<file path="src/rtl/axis_receiver_pkg.sv">
// Shared parameters for the AXI-Stream receive path.
// Holds the link field widths, the FIFO sizing and the receiver state encoding.
package axis_receiver_pkg;

    // Payload width kept from the stream and the buffer depth
    localparam int DATAW          = 16;
    localparam int FIFO_DEPTH     = 4;

    // AXI-Stream sideband and data widths on the NoC side
    localparam int AXIS_DESTW     = 4;
    localparam int AXIS_IDW       = 4;
    localparam int AXIS_STRBW     = 4;
    localparam int AXIS_KEEPW     = 4;
    localparam int AXIS_USERW     = 2;
    localparam int AXIS_MAX_DATAW = 32;

    // Receiver state encoding: RECV=0, CLOSING=1, DONE=2
    typedef enum logic [1:0] {
        RX_RECV    = 2'd0,
        RX_CLOSING = 2'd1,
        RX_DONE    = 2'd2
    } rx_state_t;

endpackage

</file>
<file path="src/rtl/axis_receiver_fifo.sv">
// First-word-fall-through FIFO used to buffer received beats.
// The head entry is visible on rd_data whenever empty is low.
// Writes into a full FIFO and reads from an empty one are ignored.
module axis_receiver_fifo #(
    parameter int WIDTH = 17,
    parameter int DEPTH = 4
) (
    input  logic             clk,
    input  logic             rst,
    input  logic             wr_en,
    input  logic [WIDTH-1:0] wr_data,
    output logic             full,
    input  logic             rd_en,
    output logic [WIDTH-1:0] rd_data,
    output logic             empty
);

    localparam int AW = $clog2(DEPTH);

    logic [WIDTH-1:0] mem [DEPTH];
    logic [AW:0]      wr_ptr;
    logic [AW:0]      rd_ptr;
    logic             do_wr;
    logic             do_rd;

    // Pointers carry an extra wrap bit so full and empty can be told apart
    assign empty   = (wr_ptr == rd_ptr);
    assign full    = (wr_ptr[AW] != rd_ptr[AW]) && (wr_ptr[AW-1:0] == rd_ptr[AW-1:0]);
    assign do_wr   = wr_en && !full;
    assign do_rd   = rd_en && !empty;
    assign rd_data = mem[rd_ptr[AW-1:0]];

    // Storage array; contents need no reset because empty masks them
    always_ff @(posedge clk) begin
        if (do_wr) begin
            mem[wr_ptr[AW-1:0]] <= wr_data;
        end
    end

    // Read and write pointers, cleared by reset to flush the buffer
    always_ff @(posedge clk) begin
        if (rst) begin
            wr_ptr <= '0;
            rd_ptr <= '0;
        end else begin
            if (do_wr) begin
                wr_ptr <= wr_ptr + 1'b1;
            end
            if (do_rd) begin
                rd_ptr <= rd_ptr + 1'b1;
            end
        end
    end

endmodule

</file>
<file path="src/rtl/axis_receiver.sv">
// Receive end of the AXI-Stream link.
// Buffers payload plus tlast in a FIFO and hands beats to a local consumer.
// The receiver closes on a stored tlast beat, drains, then raises a sticky done.
// Optional feature macro: SRC_CHECK_EN drops beats whose tuser differs from EXPECTED_SRC.
module axis_receiver
    import axis_receiver_pkg::*;
#(
    parameter int                    DATA_WIDTH   = DATAW,
    parameter int                    DEPTH        = FIFO_DEPTH,
    parameter logic [AXIS_USERW-1:0] EXPECTED_SRC = 2'b11,
    parameter int                    CNT_W        = 32
) (
    input  logic                      clk,
    input  logic                      rst,
    input  logic                      axis_rx_tvalid,
    output logic                      axis_rx_tready,
    input  logic                      axis_rx_tlast,
    input  logic [AXIS_DESTW-1:0]     axis_rx_tdest,
    input  logic [AXIS_IDW-1:0]       axis_rx_tid,
    input  logic [AXIS_STRBW-1:0]     axis_rx_tstrb,
    input  logic [AXIS_KEEPW-1:0]     axis_rx_tkeep,
    input  logic [AXIS_USERW-1:0]     axis_rx_tuser,
    input  logic [AXIS_MAX_DATAW-1:0] axis_rx_tdata,
    output logic [DATA_WIDTH-1:0]     rx_tdata,
    output logic                      rx_tlast,
    output logic                      rx_valid,
    input  logic                      rx_ready,
    output logic                      rx_done,
    output logic [CNT_W-1:0]          rx_beat_count,
    output logic [CNT_W-1:0]          rx_drop_count
);

    rx_state_t           state;
    rx_state_t           state_next;
    logic                fifo_full;
    logic                fifo_empty;
    logic [DATA_WIDTH:0] fifo_head;
    logic                acc;
    logic                src_ok;
    logic                push;
    logic                pop;
    logic                unused_sideband;

    // Routing sideband and the upper payload bits carry nothing for this receiver
    assign unused_sideband = ^{axis_rx_tdest, axis_rx_tid, axis_rx_tstrb, axis_rx_tkeep,
                               axis_rx_tdata[AXIS_MAX_DATAW-1:DATA_WIDTH]};

    // Handshake: tready depends only on state and FIFO space, never on tvalid
    assign axis_rx_tready = (state == RX_RECV) && !fifo_full;
    assign acc            = axis_rx_tvalid && axis_rx_tready;
    assign push           = acc && src_ok;

    // Consumer side: head of FIFO is presented directly, zeroed when nothing is valid
    assign rx_valid = !fifo_empty && (state != RX_DONE);
    assign pop      = rx_valid && rx_ready;
    assign rx_tdata = rx_valid ? fifo_head[DATA_WIDTH-1:0] : '0;
    assign rx_tlast = rx_valid && fifo_head[DATA_WIDTH];
    assign rx_done  = (state == RX_DONE);

    axis_receiver_fifo #(
        .WIDTH (DATA_WIDTH + 1),
        .DEPTH (DEPTH)
    ) u_fifo (
        .clk     (clk),
        .rst     (rst),
        .wr_en   (push),
        .wr_data ({axis_rx_tlast, axis_rx_tdata[DATA_WIDTH-1:0]}),
        .full    (fifo_full),
        .rd_en   (pop),
        .rd_data (fifo_head),
        .empty   (fifo_empty)
    );

`ifdef SRC_CHECK_EN
    // Beats from an unexpected source complete the handshake but are discarded
    assign src_ok = (axis_rx_tuser == EXPECTED_SRC);

    // Saturating count of discarded beats
    always_ff @(posedge clk) begin
        if (rst) begin
            rx_drop_count <= '0;
        end else if (acc && !src_ok && (rx_drop_count != {CNT_W{1'b1}})) begin
            rx_drop_count <= rx_drop_count + CNT_W'(1);
        end
    end
`else
    logic unused_tuser;

    assign src_ok        = 1'b1;
    assign rx_drop_count = '0;
    assign unused_tuser  = ^axis_rx_tuser;
`endif

    // State register
    always_ff @(posedge clk) begin
        if (rst) begin
            state <= RX_RECV;
        end else begin
            state <= state_next;
        end
    end

    // Next-state logic: close on a stored tlast beat, finish when it is consumed
    always_comb begin
        state_next = state;
        case (state)
            RX_RECV: begin
                if (push && axis_rx_tlast) begin
                    state_next = RX_CLOSING;
                end
            end
            RX_CLOSING: begin
                if (pop && rx_tlast) begin
                    state_next = RX_DONE;
                end
            end
            RX_DONE: begin
                state_next = RX_DONE;
            end
            default: begin
                state_next = RX_RECV;
            end
        endcase
    end

    // Saturating count of beats written into the FIFO
    always_ff @(posedge clk) begin
        if (rst) begin
            rx_beat_count <= '0;
        end else if (push && (rx_beat_count != {CNT_W{1'b1}})) begin
            rx_beat_count <= rx_beat_count + CNT_W'(1);
        end
    end

endmodule

</file>
<file path="config.mk">
export PLATFORM = sky130hd
export DESIGN_NAME = axis_receiver
export DESIGN_NICKNAME = d
export VERILOG_FILES = /design/src/rtl/axis_receiver_pkg.sv /design/src/rtl/axis_receiver_fifo.sv /design/src/rtl/axis_receiver.sv
export SDC_FILE = /design/constraint.sdc
export NUM_CORES = 1
export LEC_CHECK = 0
export CAP_MARGIN = 20
export CORE_MARGIN = 2
export CORE_UTILIZATION = 48
export DETAILED_ROUTE_END_ITERATION = 10
export HOLD_SLACK_MARGIN = 0.12
export PLACE_DENSITY = 0.8
export SLEW_MARGIN = 5
export SYNTH_ARGS = -nofsm -noshare
export SYNTH_HDL_FRONTEND = slang
export SYNTH_SLANG_ARGS = --single-unit
</file>
<file path="constraint.sdc">
create_clock -name clk -period 2.9 [get_ports clk]
set_input_delay 0.29 -clock clk [delete_from_list [all_inputs] [get_ports clk]]
set_output_delay 0.29 -clock clk [all_outputs]
set_load 0.005 [all_outputs]
</file>
==> impl_metrics.env, run 1 <==
export IMPL_status="completed"
export IMPL_fin_worst_skew_ns=0.0123
export IMPL_seqPwrFrac=0.463
export IMPL_drv_cap=0
export IMPL_gr_usage_met1=0.206
export IMPL_netlist_area_um2=4930
export IMPL_multi_input_area_um2=1810
export IMPL_postCtsHoldBufs=0
export IMPL_ir_drop_mv=0.351
export IMPL_synth_cell_type_count=47
export IMPL_synth_edf_count=68
export IMPL_ant_nets=0
export IMPL_port_buffers=72
export IMPL_drive_gt1_frac=0.108
export IMPL_final_util=0.603
export IMPL_combPwrFrac=0.295
export IMPL_rows=36
export IMPL_clock_latency_ns=0.37
export IMPL_grtUsageMet2=0.309
export IMPL_tns_ns=0
export IMPL_cts_reportedPaths_clkPinSlew_ns=0.10
export IMPL_seqCellArea_um2=2880
export IMPL_end_kind="primary output"
export IMPL_synth_seq_cells=110
export IMPL_synth_top_area_share=0.415
export IMPL_netSwitchingFraction=0.272
export IMPL_p_int_w=0.00303
export IMPL_timing_fmax_mhz=405
export IMPL_grt_pass1_wl_um=15300
export IMPL_cp_slowest_cell="mux4_2"
export IMPL_num_io_pins=139
export IMPL_async_reset_ff_frac=0
export IMPL_fin_nets=539
export IMPL_critical_path_required_ns=2.61
export IMPL_period_share=0.852
export IMPL_cts_buffer_depth=2
export IMPL_max_stage_delay_ns=0.55
export IMPL_crit_fanout=20
export IMPL_min_period_ns=2.47
export IMPL_cts_setup_buffers=0
export IMPL_area_growth_pct=20.7
export IMPL_setup_viol=0
export IMPL_place_gp_congestion=0.755
export IMPL_overflow=0
export IMPL_final_hold_viol_count=0
export IMPL_place_hpwl_um=6460
export IMPL_synth_top_cell_by_area="edfxtp_1"
export IMPL_start_util=0.499
export IMPL_antenna_found_initial=0
export IMPL_htreeDepth=3
export IMPL_grt_use_total=0.173
export IMPL_critical_path_class="reg -> out"
export IMPL_routed_wl_um=9460
export IMPL_coreArea_um2=9860
export IMPL_crit_buf_inv=2
export IMPL_grt_max_degree=23
export IMPL_top_usage_layer="met2"
export IMPL_drc=0
export IMPL_cts_resized=0
export IMPL_wire_per_inst_um=15.4
export IMPL_ys_warn_count=0
export IMPL_cts_tree="done"
export IMPL_root_buffer="clkbuf_8"
export IMPL_grt_use_met3=0.0297
export IMPL_grt_pass1_vias=3189
export IMPL_drtIter0Drc=133
export IMPL_startpoint_type="flop"
export IMPL_num_antenna_cells=0
export IMPL_holdWs_ns=0.492
export IMPL_die_area_um2=11100
export IMPL_leakage_nw=1.97
export IMPL_cts_made_buffers=9
export IMPL_die_w_um=105
export IMPL_synth_cells=395
export IMPL_cts_sinks=110
export IMPL_fp_dieH_um=105
export IMPL_drv_slew=0
export IMPL_synth_area_leaders="edfxtp_1, dfxtp_1, mux4_2"
export IMPL_hold_class="reg -> reg"
export IMPL_ys_flop_type="edfxtp_1"
export IMPL_avgSynthCellArea_um2=12.5
export IMPL_routed_via_density=5.39
export IMPL_worstPathArrival_ns=2.18
export IMPL_num_vias=3305
export IMPL_pwr_density_cell_nw_per_um2=701
export IMPL_synth_seq_area_share=0.585
export IMPL_rsz0062_at_grt="false"
export IMPL_crit_family="buffers and inverters"
export IMPL_n_fill_cell=772
export IMPL_p_clk_frac=0.242
export IMPL_path_cells="buf_4 > mux4_2 > and2_1 > clkdlybuf4s50_1"
export IMPL_drt_first_pass_iters=4
export IMPL_switching_power_w=0.00113
## flip-flops by register name, indices dropped and copies added (netlist names), named ones only
signal,cells
u_fifo.mem,68
rx_beat_count,32
u_fifo.rd_ptr,3
u_fifo.wr_ptr,3
state,2
## cell type report
type,count,share of cell area
clock buffers,10,0.0215
clock inverters,6,0.0156
inverters,12,0.00758
multi-input cells,257,0.305
flip-flops and latches,110,0.485
well taps,133,0.0280
repair buffers,85,0.138
## synth_stat cells (4+ instances only)
master / number
and3_1: 4
mux2i_1: 4
a21oi_1: 27
inv_1: 12
edfxtp_1: 68
or3_1: 17
dfxtp_1: 42
or4_1: 6
nand4_1: 5
clkbuf_1: 9
buf_4: 32
o21ai_0: 17
ha_1: 9
nand2_1: 20
and2_1: 21
xor2_1: 6
nor2_1: 15
nand3_1: 13
mux4_2: 16
xnor2_1: 7
o31ai_1: 6
## per-stage QoR
stage | std cells | power, W | setup slack [ns] | area, um2
2_1_floorplan | 426 | 0.00264 | 0.718 | 5040
3_3_place_gp | 597 | 0.00318 | 0.564 | 5730
3_5_place_dp | 597 | 0.00322 | 0.501 | 5730
4_1_cts | 613 | 0.00421 | 0.388 | 5950
5_1_grt | 613 | 0.00439 | 0.276 | 5950
6_report | 613 | 0.00417 | 0.428 | 5950
## layout by cell type (no fill, tap or decap), drive strengths merged, types with 4 or more instances in the layout
| cell | synthesis | final |
|---|---|---|
| o31ai | 6 | 6 |
| or4 | 7 | 7 |
| o21ai | 17 | 17 |
| nand4 | 6 | 6 |
| dfxtp | 42 | 42 |
| a21oi | 27 | 27 |
| mux2i | 4 | 4 |
| clkdlybuf4s50 | 0 | 72 |
| nand3 | 13 | 13 |
| edfxtp | 68 | 68 |
| xnor2 | 7 | 7 |
| ha | 9 | 9 |
| xor2 | 6 | 6 |
| or3 | 18 | 18 |
| nor2 | 15 | 15 |
| mux4 | 16 | 16 |
| buf | 37 | 13 |
| and3 | 4 | 4 |
| inv | 12 | 14 |
| conb | 1 | 32 |
| clkbuf | 10 | 10 |
| and2 | 21 | 21 |
| nand2 | 20 | 20 |
## path summary, 6_finish.rpt
| kind | start | to | slack (ns) | cells past startpoint |
|---|---|---|---|---|
| max | flop | rx_tdata[11] | 0.43 | 4 |
| min | state[1]$_SDFFE_PP0P_ | state[1]$_SDFFE_PP0P_ | 0.49 | 2 |
| max reg2reg | rx_beat_count[3]$_SDFFE_PP0P_ | rx_beat_count[31]$_SDFFE_PP0P_ | 0.50 | 5 |
| min reg2reg | state[1]$_SDFFE_PP0P_ | state[1]$_SDFFE_PP0P_ | 0.49 | 2 |
## per-layer routing
layer,wire length [um],vias up
met5,0,-
met4,133,0
met3,440,14
met2,4900,100
met1,3990,1630
li1,-,1561
## worst register-to-register path: stages, from the launching register on
cell      delay, ns
dfxtp_1        0.50
nand4_4        0.18
or4_1          0.60
a2111o_1       0.53
or3_1          0.38
a21oi_1        0.15
## power groups by stage
stage / Combinational [W] / Clock [W] / Sequential (W)
2_1_floorplan: 0.000692 / 0 / 0.00195
4_1_cts: 0.00125 / 0.00103 / 0.00193
3_3_place_gp: 0.00122 / 0 / 0.00195
3_5_place_dp: 0.00125 / 0 / 0.00196
6_report: 0.00123 / 0.00101 / 0.00193
5_1_grt: 0.00136 / 0.00108 / 0.00194
## kinds of logic (layout without fill, tap and decap cells)
| group | after synthesis | after routing | share of synthesized area |
|---|---|---|---|
| other | 1 | 32 | 0.000761 |
| AO/OA/AOI/OAI | 67 | 67 | 0.0828 |
| adder cells (fa/ha/maj) | 9 | 9 | 0.0229 |
| flip-flops | 110 | 110 | 0.585 |
| AND/OR/NAND/NOR | 116 | 116 | 0.132 |
| buffers and inverters | 59 | 113 | 0.0719 |
| multiplexers | 20 | 20 | 0.0813 |
| XOR/XNOR | 13 | 13 | 0.0231 |
Power figures use the tool's default switching activity.
==> run 2: changes to the inputs <==
--- a/config.mk
+++ b/config.mk
@@ -9,6 +9,7 @@
 export CORE_MARGIN = 2
 export CORE_UTILIZATION = 48
 export DETAILED_ROUTE_END_ITERATION = 10
+export GPL_TIMING_DRIVEN = 0
 export HOLD_SLACK_MARGIN = 0.12
 export PLACE_DENSITY = 0.8
 export SLEW_MARGIN = 5
==> run 2 against run 1 <==
Compared with the run above:
- final area grew 3.1%
- non-clock buffer count grew 34
- worst setup slack lost 0.25 ns
- via count grew 2.6%
- flip-flop and latch count is the same
- register-to-register slack lost 0.28 ns
- clock skew grew 0.0076 ns
- sequential power is essentially flat
- clock-buffer cell count shrank 1
- cell count grew 5.5%
- maximum frequency shrank 9.2%
==> impl_metrics.env, run 2 (same netlist as run 1, synthesis figures left out) <==
export IMPL_place_gp_congestion=0.761
export IMPL_tns_ns=0
export IMPL_drc=0
export IMPL_cts_sinks=110
export IMPL_ir_drop_mv=0.356
export IMPL_pwr_density_cell_nw_per_um2=665
export IMPL_num_antenna_cells=0
export IMPL_cts_tree="done"
export IMPL_drt_first_pass_iters=4
export IMPL_htreeDepth=3
export IMPL_coreArea_um2=9860
export IMPL_fin_worst_skew_ns=0.0199
export IMPL_root_buffer="clkbuf_8"
export IMPL_holdWs_ns=0.490
export IMPL_status="completed"
export IMPL_drv_slew=0
export IMPL_fp_dieH_um=105
export IMPL_seqCellArea_um2=2880
export IMPL_place_hpwl_um=6810
export IMPL_rsz0062_at_grt="false"
export IMPL_timing_fmax_mhz=367
export IMPL_worstPathArrival_ns=2.43
export IMPL_cts_made_buffers=9
export IMPL_grt_pass1_vias=3250
export IMPL_grt_max_degree=21
export IMPL_wire_per_inst_um=15.3
export IMPL_largest_register_ffs=68
export IMPL_cts_setup_buffers=0
export IMPL_area_growth_pct=24.4
export IMPL_cts_buffer_depth=2
export IMPL_clock_latency_ns=0.38
export IMPL_drtIter0Drc=201
export IMPL_num_vias=3392
export IMPL_drv_cap=0
export IMPL_worst_pin_slew_ns=0.919
export IMPL_crit_fanout=10
export IMPL_r2r_cells=8
export IMPL_worstHoldPathCells=2
export IMPL_leakage_nw=2.11
export IMPL_multi_input_area_um2=1810
export IMPL_drive_gt1_frac=0.161
export IMPL_period_share=0.939
export IMPL_rows=36
export IMPL_start_util=0.499
export IMPL_cts_reportedPaths_clkPinSlew_ns=0.10
export IMPL_final_cell_mix="clkdlybuf4s50_1, edfxtp_1, dfxtp_1"
export IMPL_n_fill_cell=761
export IMPL_path_cells="buf_2 > buf_4 > mux4_2 > and2_1 > clkdlybuf4s50_1"
export IMPL_hold_class="reg -> reg"
export IMPL_final_common_cell="clkdlybuf4s50_1"
export IMPL_critical_path_class="reg -> out"
export IMPL_end_kind="primary output"
export IMPL_final_hold_viol_count=0
export IMPL_fin_nets=573
export IMPL_routed_via_density=5.24
export IMPL_die_area_um2=11100
export IMPL_grt_pass1_wl_um=15500
export IMPL_antenna_found_initial=0
export IMPL_grt_use_total=0.177
export IMPL_critical_path_required_ns=2.61
export IMPL_num_io_pins=139
export IMPL_min_period_ns=2.72
export IMPL_setup_viol=0
export IMPL_port_buffers=72
export IMPL_slew_headroom=0.387
export IMPL_max_stage_delay_ns=0.51
export IMPL_routed_wl_um=9890
export IMPL_final_util=0.621
export IMPL_startpoint_type="flop"
export IMPL_ant_nets=0
export IMPL_cp_slowest_cell="mux4_2"
export IMPL_overflow=0
export IMPL_die_w_um=105
run 2: cell count changes in the layout (fill, tap and decap cells not counted), moves of 3 or more:
| cell | delta |
|---|---|
| buf_4 | +20 |
| clkbuf_2 | +3 |
| buf_2 | +4 |
| and2_1 | -3 |
| and2_2 | +3 |
| clkbuf_1 | +5 |
run 2: timing repair:
action | 4_1_cts | 5_1_grt
gates resized for setup | 3 | 8
endpoints found under the hold margin | 0 | 0
hold buffers | 0 | 0
endpoints found under the setup margin | 11 | 66
pin swaps | 0 | 0
gates cloned | 0 | 0
run 2: final cells by class:
class                      count  share of cell area
sequential                   110               0.470
multi-input combinational    257               0.295
timing repair buffer          72               0.118
buffer                        47              0.0517
tap                          133              0.0272
clock buffer                   9              0.0202
clock inverter                 7              0.0102
inverter                      12             0.00735
run 2: power by group:
group          switching (W)  internal (W)
Clock               0.000548      0.000333
Sequential         0.0000699       0.00186
Combinational       0.000577      0.000693
run 2: per-stage QoR:
step                      power [W]  instance area [um2]  instances  setup WS, ns
after floorplan             0.00264                 5040        426         0.718
after global placement      0.00319                 5930        631        0.0187
after detailed placement    0.00324                 5930        631       -0.0915
after CTS                   0.00410                 6120        647        0.0176
after global routing        0.00428                 6130        647        0.0204
final                       0.00408                 6130        647         0.177
run 2: metal layers:
metal	global-route usage	share of wire	vias up
met5	0	0	-
met4	0.0676	0.014	0
met3	0.0377	0.055	12
met2	0.310	0.51	102
met1	0.213	0.42	1643
li1	-	-	1635
run 2: worst max-delay path: cells and delay by family, from the launching register on:
kind	cells	cell delay [ns]
mux	1	0.51
flops	1	0.33
buf+inv	3	1.04
simple gates	1	0.18
run 2: worst paths after layout:
path,start,endpoint,slack (ns)
setup / recovery,flop,rx_tdata[10],0.18
hold / removal,state[1]$_SDFFE_PP0P_,state[1]$_SDFFE_PP0P_,0.49
setup reg to reg,rx_beat_count[24]$_SDFFE_PP0P_,rx_beat_count[1]$_SDFFE_PP0P_,0.22
hold reg to reg,state[1]$_SDFFE_PP0P_,state[1]$_SDFFE_PP0P_,0.49
